`src/rtl/fetch_unit_if.sv`:
```
// Bus bundle for fetch_unit: instruction-memory request/response, redirect
// input and the decode-side valid/ready output.
interface fetch_unit_if;
  logic        imem_req_valid;
  logic        imem_req_ready;
  logic [31:0] imem_req_addr;
  logic        imem_rsp_valid;
  logic [31:0] imem_rsp_data;
  logic        redirect_valid;
  logic [31:0] redirect_pc;
  logic        out_valid;
  logic        out_ready;
  logic [31:0] out_instr;
  logic [31:0] out_pc;
  logic [6:0]  out_opcode;
  logic [2:0]  out_funct3;

  modport master (
    output imem_req_valid, imem_req_addr, out_valid, out_instr, out_pc,
           out_opcode, out_funct3,
    input  imem_req_ready, imem_rsp_valid, imem_rsp_data, redirect_valid,
           redirect_pc, out_ready
  );

  modport slave (
    input  imem_req_valid, imem_req_addr, out_valid, out_instr, out_pc,
           out_opcode, out_funct3,
    output imem_req_ready, imem_rsp_valid, imem_rsp_data, redirect_valid,
           redirect_pc, out_ready
  );
endinterface

```
`src/rtl/fetch_unit.sv`:
```
// Instruction-fetch stage: owns the PC, issues credit-limited word fetches,
// buffers in-order responses with their PCs and drops stale ones after a redirect.
module fetch_unit #(
  parameter logic [31:0] RESET_PC = 32'h0000_0000,
  parameter int unsigned DEPTH    = 2
) (
  input logic          clk,
  input logic          rst,
  fetch_unit_if.master bus
);

  localparam int unsigned PW = (DEPTH > 1) ? $clog2(DEPTH) : 1;
  localparam int unsigned CW = $clog2(DEPTH + 1);
  localparam logic [CW:0] LIMIT = (CW+1)'(DEPTH);

  typedef logic [CW-1:0] cnt_t;

  logic [31:0]   pc;
  logic [31:0]   rsp_pc;
  cnt_t          inflight;
  cnt_t          stale;
  cnt_t          count;
  logic [PW-1:0] head;
  logic [PW-1:0] tail;
  logic [31:0]   q_pc    [DEPTH];
  logic [31:0]   q_instr [DEPTH];

  logic        req_fire;
  logic        push;
  logic        pop;
  logic [31:0] redir_aligned;

  // Credit covers both outstanding and buffered words, so a response always has a slot.
  assign bus.imem_req_valid = !rst && !bus.redirect_valid &&
                              (({1'b0, inflight} + {1'b0, count}) < LIMIT);
  assign bus.imem_req_addr  = pc;
  assign bus.out_valid      = !rst && (count != '0);
  assign bus.out_instr      = q_instr[head];
  assign bus.out_pc         = q_pc[head];
  assign bus.out_opcode     = q_instr[head][6:0];
  assign bus.out_funct3     = q_instr[head][14:12];

  assign req_fire      = bus.imem_req_valid && bus.imem_req_ready;
  assign pop           = bus.out_valid && bus.out_ready;
  assign push          = bus.imem_rsp_valid && (stale == '0) && !bus.redirect_valid;
  assign redir_aligned = bus.redirect_pc & ~32'h3;

  always_ff @(posedge clk) begin
    if (rst) begin
      pc       <= RESET_PC;
      rsp_pc   <= RESET_PC;
      inflight <= '0;
      stale    <= '0;
      count    <= '0;
      head     <= '0;
      tail     <= '0;
      for (int unsigned i = 0; i < DEPTH; i++) begin
        q_pc[i]    <= '0;
        q_instr[i] <= '0;
      end
    end else if (bus.redirect_valid) begin
      // Every response still owed after this cycle belongs to the old path.
      pc       <= redir_aligned;
      rsp_pc   <= redir_aligned;
      inflight <= inflight - cnt_t'(bus.imem_rsp_valid);
      stale    <= inflight - cnt_t'(bus.imem_rsp_valid);
      count    <= '0;
      head     <= '0;
      tail     <= '0;
    end else begin
      if (req_fire)
        pc <= pc + 32'd4;
      inflight <= inflight + cnt_t'(req_fire) - cnt_t'(bus.imem_rsp_valid);
      if (bus.imem_rsp_valid && (stale != '0))
        stale <= stale - 1'b1;
      if (push) begin
        q_pc[tail]    <= rsp_pc;
        q_instr[tail] <= bus.imem_rsp_data;
        tail          <= tail + 1'b1;
        rsp_pc        <= rsp_pc + 32'd4;
      end
      if (pop)
        head <= head + 1'b1;
      count <= count + cnt_t'(push) - cnt_t'(pop);
    end
  end

endmodule
```
`src/flat_wrapper.sv`:
```
// flat-port wrapper written by rule: the top's interface ports become plain ports
module fetch_unit_flat 
#(
  parameter logic [31:0] RESET_PC = 32'h0000_0000,
  parameter int unsigned DEPTH    = 2
)
  (clk, rst, bus_imem_req_valid, bus_imem_req_addr, bus_out_valid, bus_out_instr, bus_out_pc, bus_out_opcode, bus_out_funct3, bus_imem_req_ready, bus_imem_rsp_valid, bus_imem_rsp_data, bus_redirect_valid, bus_redirect_pc, bus_out_ready);
  fetch_unit_if bus_i ();
  input logic clk;
  input logic rst;
  output wire logic [$bits(bus_i.imem_req_valid)-1:0] bus_imem_req_valid;
  output wire logic [$bits(bus_i.imem_req_addr)-1:0] bus_imem_req_addr;
  output wire logic [$bits(bus_i.out_valid)-1:0] bus_out_valid;
  output wire logic [$bits(bus_i.out_instr)-1:0] bus_out_instr;
  output wire logic [$bits(bus_i.out_pc)-1:0] bus_out_pc;
  output wire logic [$bits(bus_i.out_opcode)-1:0] bus_out_opcode;
  output wire logic [$bits(bus_i.out_funct3)-1:0] bus_out_funct3;
  input wire logic [$bits(bus_i.imem_req_ready)-1:0] bus_imem_req_ready;
  input wire logic [$bits(bus_i.imem_rsp_valid)-1:0] bus_imem_rsp_valid;
  input wire logic [$bits(bus_i.imem_rsp_data)-1:0] bus_imem_rsp_data;
  input wire logic [$bits(bus_i.redirect_valid)-1:0] bus_redirect_valid;
  input wire logic [$bits(bus_i.redirect_pc)-1:0] bus_redirect_pc;
  input wire logic [$bits(bus_i.out_ready)-1:0] bus_out_ready;
  assign bus_imem_req_valid = bus_i.imem_req_valid;
  assign bus_imem_req_addr = bus_i.imem_req_addr;
  assign bus_out_valid = bus_i.out_valid;
  assign bus_out_instr = bus_i.out_instr;
  assign bus_out_pc = bus_i.out_pc;
  assign bus_out_opcode = bus_i.out_opcode;
  assign bus_out_funct3 = bus_i.out_funct3;
  assign bus_i.imem_req_ready = bus_imem_req_ready;
  assign bus_i.imem_rsp_valid = bus_imem_rsp_valid;
  assign bus_i.imem_rsp_data = bus_imem_rsp_data;
  assign bus_i.redirect_valid = bus_redirect_valid;
  assign bus_i.redirect_pc = bus_redirect_pc;
  assign bus_i.out_ready = bus_out_ready;
  fetch_unit #(.RESET_PC(RESET_PC), .DEPTH(DEPTH)) u_core (.clk(clk), .rst(rst), .bus(bus_i));
endmodule
```
`config.mk`:
```
export PLATFORM = sky130hd
export DESIGN_NAME = fetch_unit_flat
export DESIGN_NICKNAME = d
export VERILOG_FILES = /design/src/rtl/fetch_unit_if.sv /design/src/rtl/fetch_unit.sv /design/src/flat_wrapper.sv
export SDC_FILE = /design/constraint.sdc
export NUM_CORES = 1
export LEC_CHECK = 0
export CAP_MARGIN = 20
export CORE_UTILIZATION = 53
export DETAILED_ROUTE_END_ITERATION = 10
export PLACE_DENSITY_LB_ADDON = 0.12
export SYNTH_ARGS = -nofsm -noshare
export SYNTH_HDL_FRONTEND = slang
export SYNTH_SLANG_ARGS = --single-unit
```
`constraint.sdc`:
```
create_clock -name clk -period 8.1 [get_ports clk]
set_input_delay 1.62 -clock clk [delete_from_list [all_inputs] [get_ports clk]]
set_output_delay 1.62 -clock clk [all_outputs]
set_load 0.02 [all_outputs]
```
After elaboration in Yosys (flattened, before gate mapping)

Memory sizes are Yosys's and may differ from the RTL's. A register that Yosys moved wholly into a read port is not among the register bits.
Cells that the tools add are included.

Add/subtract/negate cells: 11
Reductions and logical operators: 19
Multiplexer cells: 23
Magnitude comparators: 1

Operators with widths:

| cell                  | count |
|---|---|
| $mux 32               | 6 |
| $add 32x3->32 const B | 2 |
| $reduce_or 32->1      | 2 |
| $mux 1                | 14 |
| $reduce_bool 2->1     | 5 |
| $logic_and 1x1->1     | 8 |
| $mux 2                | 3 |
| $sub 2x1->2           | 3 |
| $add 2x1->2           | 2 |
| $add 2x2->3           | 1 |
| $lt 3x2->1 const B    | 1 |
| $add 1x1->1 const B   | 2 |
| $logic_not 1->1       | 2 |
| $logic_not 2->1       | 1 |
| $reduce_or 2->1       | 1 |
| $sub 2x1->2 const B   | 1 |

Bits in writable memories: 128
Output and inout port bits: 108
Logic and storage cells: 65
Bits in registers: 72
Memories: 2
Input bits: 70

Memory list:

| name           | words | bits a word | read ports | clocked after Yosys merged registers in | wr ports | RTL line         | source |
|---|---|---|---|---|---|---|---|
| u_core.q_instr | 2     | 32          | 1          | 1                                       | 2        | fetch_unit.sv:26 | `logic [31:0] q_instr [DEPTH];` |
| u_core.q_pc    | 2     | 32          | 1          | 1                                       | 2        | fetch_unit.sv:25 | `logic [31:0] q_pc [DEPTH];` |

Longest topological paths before layout

Gate-level depths: netlist of the first run.

Depth in word-level cells: 9
Gate-level depth with buffers: 10
Gate-level depth less buffers: 10

Worst setup path before layout of the first run

No wires, ideal clock.

Path kind: input to register
From: input bus_redirect_valid
To: memory u_core.q_instr[0][0] (enable)
Path buffers: 3
Data required time: 7,526 ps
Setup slack: 677 ps
Setup time: 574 ps
Arrival: 6,849 ps
Cell stages on the path: 4
Cells stage by stage: clkbuf_1 > buf_1 > clkbuf_1 > o31ai_1

RTL lines:

| what               | RTL line           | source |
|---|---|---|
| start: declaration | flat_wrapper.sv:21 | `input wire logic [$bits(bus_i.redirect_valid)-1:0] bus_redirect_valid;` |
| end: declaration   | fetch_unit.sv:26   |  |

Final worst setup path of the first run

From: input bus_redirect_valid
To: output bus_imem_req_valid

Cells in the longest elaborated chain, start to end: 3

Ends and longest elaborated chain:

| what                           | RTL line           | source |
|---|---|---|
| $logic_not 1->1                | fetch_unit.sv:34   | `assign bus.imem_req_valid = !rst && !bus.redirect_valid &&` |
| $logic_and 1x1->1 (2 in a row) | fetch_unit.sv:34   |  |
| end: declaration               | flat_wrapper.sv:11 | `output wire logic [$bits(bus_i.imem_req_valid)-1:0] bus_imem_req_valid;` |

No other way between the ends.

==> results.py, run 1 <==
metrics = {
    "routing": {
        "top_layer_used": "met4",
        "vias_per_cell": 6.05,
        "route.detailed.drc": 0,
        "dr.first_iter.drc_count": 409,
        "dr_wl_met3_um": 1690,
        "wl_um": 22100,
        "ant_nets": 0,
        "firstDrtPassIters": 5,
        "route.layer.met1.wl_um": 9420,
        "wl_per_cell_um": 18.5,
        "num_vias": 7231,
        "met2WireLength_um": 10600,
    },
    "yosys": {
        "syn_area_sq_mm": 0.00936,
        "synth_area_leaders": "edfxtp_1 40%, dfxtp_1 15%, mux2_2 7.6%",
        "ys_types": 51,
        "synth_xor_area_share_pct": 1.68,
        "syn_avg_cell_area_sq_um": 11.2,
        "syn_inst": 834,
        "yosys_warnings": 0,
        "synth.mux.area_fraction_pct": 7.80,
        "synth_edf_count": 124,
        "synth_async_sr_flop_share_pct": 0,
        "synth_seq_cells": 193,
        "synth-main-ff-cell": "edfxtp_1",
        "synth_top_family_by_area": "simple AND/OR/NAND/NOR gates",
        "synth_simple_gate_area_share_pct": 20.1,
        "synth_compound_area_share_pct": 10.2,
        "yosys.area.top_type": "edfxtp_1",
        "synth_top_area_share_pct": 39.8,
        "ys_seq_area_share_pct": 54.6,
        "synth_fa_ha_area_share_pct": 1.15,
    },
    "placement": {
        "dp_slack_ns": 2.86,
        "io_buffers": 171,
        "place_hpwl_um": 14500,
        "gp_congestion": 0.899,
        "placed_area_sq_mm": 0.0111,
    },
    "pwr": {
        "p_total_mw": 2.34,
        "ir_drop_uv": 179,
        "p_leak_nw": 4.30,
        "powerDensity_mw_per_mm2": 199,
    },
    "cts": {
        "cts_buffers": 17,
        "cts_setup_buffers": 0,
        "path_clk_slew_ns": 0.07,
        "cts_tree": "built",
        "clk_path_buf_depth": 2,
        "htree_num_levels": 4,
        "ctsResizeCount": 0,
        "clkLatencyLatePin_ns": 0.42,
        "cts.sinks": 193,
        "cts_hold_buffers": 0,
        "cts.root.buffer_cell": "clkbuf_16",
    },
    "critical_path": {
        "timing.rr.end": "u_core.q_pc[1][17]$_SDFFCE_PN0P_",
        "arrival_ns": 3.64,
        "r2r-start": "u_core.stale[0]$_SDFFE_PP0P_",
        "criticalPathCategory": "input pin to primary output",
        "cp-start-kind": "input pin",
        "worstSetupEndpointType": "primary output",
        "cp_max_fo": 39,
        "startpoint": "bus_redirect_valid",
        "r2r_cells": 7,
        "cp.required_ns": 6.48,
        "endpoint": "bus_imem_req_valid",
        "r2r_slack_ns": 4.83,
    },
    "die": {
        "die_area_sq_mm": 0.0182,
        "rows": 48,
        "boundaryPins": 178,
        "core_sq_mm": 0.0173,
        "dieHeight_um": 135,
        "initial_utilization_pct": 54.1,
        "die_w_um": 135,
    },
    "sta": {
        "skew_ns": 0.00869,
        "maxSlewViolCount": 0,
        "finalSetupViolCount": 0,
        "fmax_ghz": 0.190,
        "fin_ws_ns": 2.84,
        "period_minus_slack_ns": 5.26,
        "fin_setup_tns_ns": 0,
        "period_share_pct": 64.9,
        "hold_violations": 0,
        "tightest_slew_ns": 0.989,
        "slew_headroom_pct": 33.9,
        "grt_setup_unrepaired": "false",
    },
    "finish": {
        "final_common_cell": "clkdlybuf4s50_1",
        "fin_nets": 1036,
        "syn_to_final_growth_pct": 25.5,
        "final_cell_mix": "171 x clkdlybuf4s50_1, 124 x edfxtp_1, 67 x dfxtp_1",
        "drive_gt1_share_pct": 11.6,
        "design_area_sq_mm": 0.0117,
        "diodes": 0,
    },
    "global_route": {
        "antenna_found_initial": 0,
        "grt_pass1_wl_um": 34300,
        "grt_max_degree": 73,
        "grt_pass1_vias": 6822,
        "grt_overflow": 0,
        "grt.total_usage_pct": 24.4,
    },
    "flow_run": {
        "cap_violations": 0,
    },
    "min_path": {
        "hp-class": "flop to flop",
    },
    "run_status": {
        "outcome": "finished clean",
    },
}
routing by layer:
metal  vias up  track usage [%]
met1      3498             32.1
li1       3395                -
met2       311             40.6
met4         0             7.99
met5         -                0
met3        27             4.80
final cells by class:
cell class	instances	area, sq um
clock buffer	18	429
clock inverter	14	185
fill	1251	5550
inverter	16	60.1
multi-input combinational	550	3890
sequential	193	5110
tap	225	282
timing repair buffer	180	1790
state kept, by name (all words and copies together), names as in the netlist, named ones only:
| register | cells |
|---|---|
| u_core.count | 2 |
| u_core.rsp_pc | 30 |
| u_core.inflight | 2 |
| u_core.bus.imem_req_addr | 30 |
| u_core.head | 1 |
| u_core.q_instr | 64 |
| u_core.q_pc | 60 |
| u_core.stale | 2 |
| u_core.tail | 1 |
critical path: stages:
cell and delay (ns):
clkdlybuf4s50_1 0.39, buf_4 0.28, or2_2 0.51, nor3_1 0.19, clkdlybuf4s50_1 0.64
worst min-delay path by stage:
stage                                   startpoint                        endpoint  slack (ns)  cells past startpoint
global route        u_core.rsp_pc[22]$_SDFFE_PP0P_  u_core.rsp_pc[22]$_SDFFE_PP0P_        0.56                      2
finish                    u_core.head$_SDFFE_PP0P_        u_core.head$_SDFFE_PP0P_        0.53                      2
global placement          u_core.head$_SDFFE_PP0P_        u_core.head$_SDFFE_PP0P_        0.51                      2
detailed placement        u_core.head$_SDFFE_PP0P_        u_core.head$_SDFFE_PP0P_        0.52                      2
floorplan                 u_core.head$_SDFFE_PP0P_                            flop        0.48                      2
CTS                       u_core.head$_SDFFE_PP0P_        u_core.head$_SDFFE_PP0P_        0.54                      2
where the power goes:
group          switching, mW  leakage, nW  internal [mW]
clock                  0.370        0.293          0.492
sequential            0.0464         1.86           1.11
combinational          0.173         2.14          0.154
total                  0.589         4.30           1.75
logic make-up (layout without fill, tap and decap cells):
family,after synthesis,in the layout
DFF,193,193
and+or+nand+nor,321,321
AOI/OAI and AO/OA,134,134
xor gates and xnor gates,18,18
buffers and inverters,94,228
muxes,65,65
other,1,4
adders and majority gates,8,8
cell usage after synthesis, types with 4 or more instances:
library cell,count
or3_1,11
o31ai_1,16
buf_2,4
nor2_1,25
a21boi_0,7
xor2_1,8
nand2b_1,4
edfxtp_1,124
o21a_1,15
a211oi_1,9
o311a_1,4
o21ai_0,20
o31a_1,20
and3_1,64
buf_1,4
a31oi_1,21
nand4_1,23
and2_1,63
dfxtp_1,69
or4_1,21
nand2_1,41
nor4_1,20
nor3_1,10
ha_1,7
mux2_2,63
o211ai_1,4
nand3_1,18
clkbuf_1,55
a21oi_1,8
xnor2_1,10
inv_1,15
and4_1,13
buf_4,14
stage by stage:
step	hold slack [ns]	utilization, %	cells
finish	0.532	67.9	1196
global route	0.563	67.9	1196
CTS	0.538	67.8	1195
detailed placement	0.521	64.2	1163
global placement	0.507	64.2	1163
floorplan	0.481	-	837
Power figures use the tool's default switching activity.
==> run 2: changes to the inputs <==
Clock period 8.1 ns to 5.2 ns, I/O delays scaled along.
==> run 2 against run 1 <==
Global-route usage rose by 0.65 points. Critical endpoint unchanged. Sequential share of layout area increased by 0.12 points. Critical path type unchanged. Clock power is 44% higher. First-iteration DRC count up 16%.
==> results.py, run 2 (same netlist as run 1, synthesis figures left out) <==
metrics = {
    "run_status": {
        "outcome": "finished clean",
    },
    "global_route": {
        "grt_pass1_vias": 6967,
        "antenna_found_initial": 0,
        "grt.total_usage_pct": 25.1,
        "grt_pass1_wl_um": 35300,
        "grt_max_degree": 72,
        "grt_overflow": 0,
    },
    "sta": {
        "skew_ns": 0.00946,
        "slew_headroom_pct": 40.1,
        "grt_setup_unrepaired": "false",
        "fin_setup_tns_ns": 0,
        "maxSlewViolCount": 0,
        "hold_violations": 0,
        "finalSetupViolCount": 0,
        "period_share_pct": 73.5,
        "period_minus_slack_ns": 3.82,
        "fmax_ghz": 0.262,
        "tightest_slew_ns": 0.895,
    },
    "cts": {
        "cts.root.buffer_cell": "clkbuf_16",
        "cts_setup_buffers": 0,
        "ctsResizeCount": 0,
        "cts_buffers": 17,
        "cts_tree": "built",
        "cts_hold_buffers": 0,
        "clk_path_buf_depth": 2,
        "clkLatencyLatePin_ns": 0.43,
        "path_clk_slew_ns": 0.07,
        "htree_num_levels": 4,
        "cts.sinks": 193,
    },
    "critical_path": {
        "crit_chain": "clkdlybuf4s50_1 -> or2_2 -> nor3_1 -> clkdlybuf4s50_1",
        "criticalPathCategory": "input pin to primary output",
        "crit_path_top_delay_cell": "clkdlybuf4s50_1",
        "crit_path_frequent_cell": "clkdlybuf4s50_1",
        "cpPeakStageDelay_ns": 0.64,
        "startpoint": "bus_redirect_valid",
        "cp-start-kind": "input pin",
        "r2r-start": "u_core.count[0]$_SDFF_PP0_",
        "worstSetupEndpointType": "primary output",
        "arrival_ns": 2.78,
        "cp.required_ns": 4.16,
        "cp_max_fo": 12,
    },
    "pwr": {
        "p_leak_nw": 4.29,
        "powerDensity_mw_per_mm2": 303,
        "p_total_mw": 3.55,
        "ir_drop_uv": 232,
    },
    "die": {
        "dieHeight_um": 135,
        "initial_utilization_pct": 54.1,
        "core_sq_mm": 0.0173,
        "boundaryPins": 178,
        "die_w_um": 135,
        "rows": 48,
        "die_area_sq_mm": 0.0182,
    },
    "placement": {
        "gp_congestion": 0.906,
        "place_hpwl_um": 14500,
        "io_buffers": 171,
    },
    "routing": {
        "met2WireLength_um": 10700,
        "firstDrtPassIters": 5,
        "vias_per_cell": 5.97,
        "dr.first_iter.drc_count": 476,
        "num_vias": 7156,
        "ant_nets": 0,
        "wl_per_cell_um": 18.6,
        "top_layer_used": "met4",
        "route.detailed.drc": 0,
        "dr_wl_met3_um": 1500,
        "route.layer.met1.wl_um": 9630,
        "wl_um": 22300,
    },
    "finish": {
        "syn_to_final_growth_pct": 25.2,
        "diodes": 0,
        "largest_reg_flops": 64,
        "fin_nets": 1038,
        "fillers": 1265,
        "final_cell_mix": "171 x clkdlybuf4s50_1, 124 x edfxtp_1, 67 x dfxtp_1",
        "drive_gt1_share_pct": 11.5,
        "multi_input_area_sq_mm": 0.00389,
        "final_common_cell": "clkdlybuf4s50_1",
        "largest_registers": "u_core.q_instr (64), u_core.q_pc (60)",
        "utilization_pct": 67.7,
        "regMostFlops": "u_core.q_instr",
        "seqCellArea_sq_mm": 0.00511,
    },
    "min_path": {
        "hp-class": "flop to flop",
        "holdCritStartpoint": "u_core.head$_SDFFE_PP0P_",
    },
    "flow_run": {
        "cap_violations": 0,
    },
}
[run 2: cell count changes in the layout (fill, tap and decap cells not counted)]
cell	delta
inv_6	+1
clkbuf_8	+1
clkinv_8	-1
buf_12	+1
bufinv_16	-2
clkinv_1	+1
buf_4	+1
clkinvlp_4	-1
clkinv_4	-1
clkbuf_1	+2
[run 2: final timing paths]
kind | slack (ns) | endpoint | cells past startpoint
max | 1.38 | bus_imem_req_valid | 4
min reg2reg | 0.52 | u_core.head$_SDFFE_PP0P_ | 2
min | 0.52 | u_core.head$_SDFFE_PP0P_ | 2
max reg2reg | 1.99 | u_core.bus.imem_req_addr[26]$_SDFFE_PP0P_ | 7
[run 2: where the power goes]
| part | switching, mW | total, mW | leakage [nW] | internal (mW) |
|---|---|---|---|---|
| combinational | 0.269 | 0.511 | 2.16 | 0.242 |
| clock | 0.558 | 1.24 | 0.269 | 0.678 |
| sequential | 0.0743 | 1.80 | 1.86 | 1.72 |
| total | 0.902 | 3.55 | 4.29 | 2.64 |
[run 2: worst max-delay path: cells and delay by family]
| kind | cells | cell delay (ns) |
|---|---|---|
| buffers and inverters | 2 | 1.06 |
| and+or+nand+nor | 2 | 0.68 |
[run 2: per-layer routing]
metal	global-route usage [%]	vias to the layer above
li1	-	3400
met1	33.2	3426
met2	41.3	300
met3	4.17	30
met4	9.68	0
met5	0	-
[run 2: metrics by stage]
stage / hold slack (ns) / setup slack [ns] / cell area [sq um] / std cells
after floorplan: 0.481 / 0.300 / 9370 / 837
after global placement: 0.504 / 1.41 / 11100 / 1165
after detailed placement: 0.502 / 1.39 / 11100 / 1165
after CTS: 0.527 / 1.37 / 11700 / 1197
after global routing: 0.569 / 1.31 / 11700 / 1198
final: 0.518 / 1.38 / 11700 / 1198
[run 2: final cells by class]
type | count | area share, %
Timing Repair Buffer | 182 | 15.5
Clock inverter | 11 | 0.897
Sequential cell | 193 | 43.6
Multi-Input combinational cell | 550 | 33.2
Inverter | 16 | 0.513
Tap cell | 225 | 2.40
Clock buffer | 21 | 3.85
==> patch (config.mk and constraints of run 1) <==
`DEPTH` is set to 2 in 2 places; all go to 4.
--- a/src/rtl/fetch_unit.sv
+++ b/src/rtl/fetch_unit.sv
@@ -2,7 +2,7 @@
 // buffers in-order responses with their PCs and drops stale ones after a redirect.
 module fetch_unit #(
   parameter logic [31:0] RESET_PC = 32'h0000_0000,
-  parameter int unsigned DEPTH    = 2
+  parameter int unsigned DEPTH    = 4
 ) (
   input logic          clk,
   input logic          rst,
--- a/src/flat_wrapper.sv
+++ b/src/flat_wrapper.sv
@@ -2,7 +2,7 @@
 module fetch_unit_flat 
 #(
   parameter logic [31:0] RESET_PC = 32'h0000_0000,
-  parameter int unsigned DEPTH    = 2
+  parameter int unsigned DEPTH    = 4
 )
   (clk, rst, bus_imem_req_valid, bus_imem_req_addr, bus_out_valid, bus_out_instr, bus_out_pc, bus_out_opcode, bus_out_funct3, bus_imem_req_ready, bus_imem_rsp_valid, bus_imem_rsp_data, bus_redirect_valid, bus_redirect_pc, bus_out_ready);
   fetch_unit_if bus_i ();
Behaviour: not the same (a bounded check fails within 4 cycles, from zero or initial values and one cycle with rst high).
==> patch against run 1 <==
- via count is 32% higher
- register-to-register slack better by 90 ps
- final area is 53% higher
- cell count is 40% higher
- area after synthesis is 60% higher
- clock skew is 2.2 ps higher
- largest power group unchanged
- setup slack better by 61 ps
- routed wire length is 53% higher
- sequential cell count is 130 higher
- power is 64% higher
- maximum frequency is 1.2% higher
- global-route usage is 0.76 points lower
- count of clock-buffer cells in the layout is 32 higher
==> patch: results (changes against run 1) <==
.. list-table::
   :header-rows: 1

   * - Metric
     - Value
   * - Status
     - completed
   * - Most common library cells after synthesis
     - edfxtp_1 (248), and2_1 (179), dfxtp_1 (75)
   * - Largest registers
     - u_core.q_instr (128), u_core.q_pc (120)
   * - Clock Tree Root
     - clkbuf_16
   * - Multiplexer fraction of the synthesized cell area
     - 9.50% (+1.7 points)
   * - Post-CTS clock slew at the launch and capture registers of the worst setup and hold paths
     - 60 ps
   * - Fraction of the mapped netlist area in compound gates
     - 5.05% (-5.2 points)
   * - Number of clock buffers inserted by TritonCTS
     - 34 (+17)
   * - Final-layout fill cell count
     - 2079 (+66%)
   * - Proportion of register bits with asynchronous set or reset after synthesis
     - 0% (unchanged)
   * - Pleak
     - 6.44 nW (+50%)
   * - Worst VDD drop
     - 0.111 mV (-38%)
   * - Area share of xor/xnor cells in the synthesized design
     - 2.41% (+0.72 points)
   * - Relative max-transition margin
     - 27.9% (-5.9 points)
   * - Hold Crit Class
     - register to register
   * - Main area contributors after synthesis
     - edfxtp_1 (50%), dfxtp_1 (10%), mux4_2 (9.4%)
   * - Worst hold slack across all endpoints
     - 522 ps (-10.0 ps)
   * - Synthesized-area fraction occupied by adder cells
     - 1.27% (+0.12 points)
   * - Post-layout net count
     - 1355 (+31%)
   * - Number of enable flip-flop cells after synthesis
     - 248 (+100%)
   * - Total global-route track usage
     - 23.7% (-0.76 points)
   * - PostCTS Resize Cnt
     - 0 (unchanged)
   * - H-tree levels
     - 2 (-2)
   * - Antenna cells
     - 0 (unchanged)
   * - Vias after detailed routing
     - 9526 (+32%)
   * - Half-perimeter wire length after placement
     - 19900 um (+37%)
   * - Number of global-route vias before repair
     - 9553 (+40%)
   * - Data arrival time of the critical path
     - 3580 ps (-60 ps)
   * - Mean routed wirelength per cell
     - 20.2 um (+9.3%)
   * - Dpl cell area
     - 16800 um2 (+52%)
   * - Clock latency on the worst-skew pair
     - 500 ps (+80 ps)
   * - Cell internal pwr
     - 2.95 mW (+68%)
   * - Setup clock skew after layout
     - 10.9 ps (+2.23 ps)
   * - Setup slack of the worst register-to-register path
     - 4920 ps (+90 ps)
   * - Number of maximum-capacitance violations
     - 0 (unchanged)
   * - CTS Buffer Depth
     - 3 (+1)
   * - Sequential element share of the synthesized area
     - 60.0% (+5.4 points)
   * - Antenna violations before repair
     - 0 (unchanged)
   * - Critical Path Fanout Max
     - 48 (+23%)
   * - Iter 0 DRT Violations
     - 795 (+94%)
   * - Final core utilization
     - 64.7% (-3.1 points)
   * - RD Place Congestion
     - 0.908 (+1.0%)
   * - Syn. warnings
     - 0 (unchanged)
   * - Maximum number of pins on one net before global-route repair
     - 66 (-9.6%)
   * - Number of setup buffers added after CTS
     - 0 (unchanged)
   * - Global-route wire length before repair
     - 52400 um (+53%)
   * - Count of buffers inserted at the top-level ports
     - 171 (unchanged)
   * - Fraction of layout instances using a drive strength above 1
     - 11.6% (-0.063 points)
   * - Cell variety after synth
     - 68 (+33%)
   * - Pre-antenna DRT Iters
     - 5 (unchanged)
-- patch: cell types whose count changed in the layout (fill, tap and decap cells not counted), moves of 14 or more --
cell and change:
a21oi_1 +24, and2_1 +116, clkbuf_16 +19, edfxtp_1 +124, mux2_2 -62, mux4_2 +62
nor2_1 +28, o21a_1 -15, o31a_1 -20, o31ai_1 -14, or4_1 -15
-- patch: cell families (layout without fill, tap and decap cells) --
| logic type | count (synthesis) | in the layout |
|---|---|---|
| compound gates | 114 | 114 |
| xor+xnor | 41 | 41 |
| fa+ha+maj | 14 | 14 |
| buf+inv | 119 | 274 |
| flops | 323 | 323 |
| mux | 64 | 64 |
| other cells | 1 | 4 |
| simple gates | 462 | 462 |
-- patch: power groups by stage --
| stage | Combinational [mW] | Sequential [mW] | Clock [mW] |
|---|---|---|---|
| 2_1_floorplan | 0.216 | 1.94 | 0 |
| 3_3_place_gp | 0.376 | 1.95 | 0 |
| 3_5_place_dp | 0.380 | 1.95 | 0 |
| 4_1_cts | 0.382 | 1.92 | 1.56 |
| 5_1_grt | 0.407 | 1.93 | 1.62 |
| 6_report | 0.379 | 1.92 | 1.53 |
-- patch: worst max-delay path: stages --
cell             delay (ps)
clkdlybuf4s50_1         400
buf_4                   290
or2_2                   460
nor3_1                  170
clkdlybuf4s50_1         640
-- patch: metrics by stage --
stage | cells | worst slack (ps)
6_report | 1674 | 2900
5_1_grt | 1674 | 2790
4_1_cts | 1674 | 2900
3_5_place_dp | 1613 | 2910
3_3_place_gp | 1613 | 2870
2_1_floorplan | 1141 | 2540
-- patch: worst paths after layout --
check	start	end	depth (start not counted)
min reg2reg	u_core.bus.imem_req_addr[25]	u_core.bus.imem_req_addr[25]	2
max reg2reg	u_core.stale[0]	u_core.q_pc[1][29]	7
min	u_core.bus.imem_req_addr[25]	u_core.bus.imem_req_addr[25]	2
max	bus_redirect_valid	bus_imem_req_valid	5
-- patch: area by class of cell --
| cell class | count | share of cell area [%] |
|---|---|---|
| clock buffers | 50 | 5.37 |
| clock inverters | 11 | 0.732 |
| inverters | 27 | 0.565 |
| multi-input cells | 699 | 30.6 |
| flip-flops and latches | 323 | 49.9 |
| well taps | 378 | 2.64 |
| repair buffers | 186 | 10.1 |
-- patch: metal layers --
metal	vias to the layer above	GRT usage, %	share of wire [%]	wire length (um)
met1	4677	32.2	43	14700
li1	4480	-	-	-
met4	0	5.56	1.5	518
met2	328	40.2	49	16600
met3	41	3.50	6.0	2020
met5	-	0	0	0
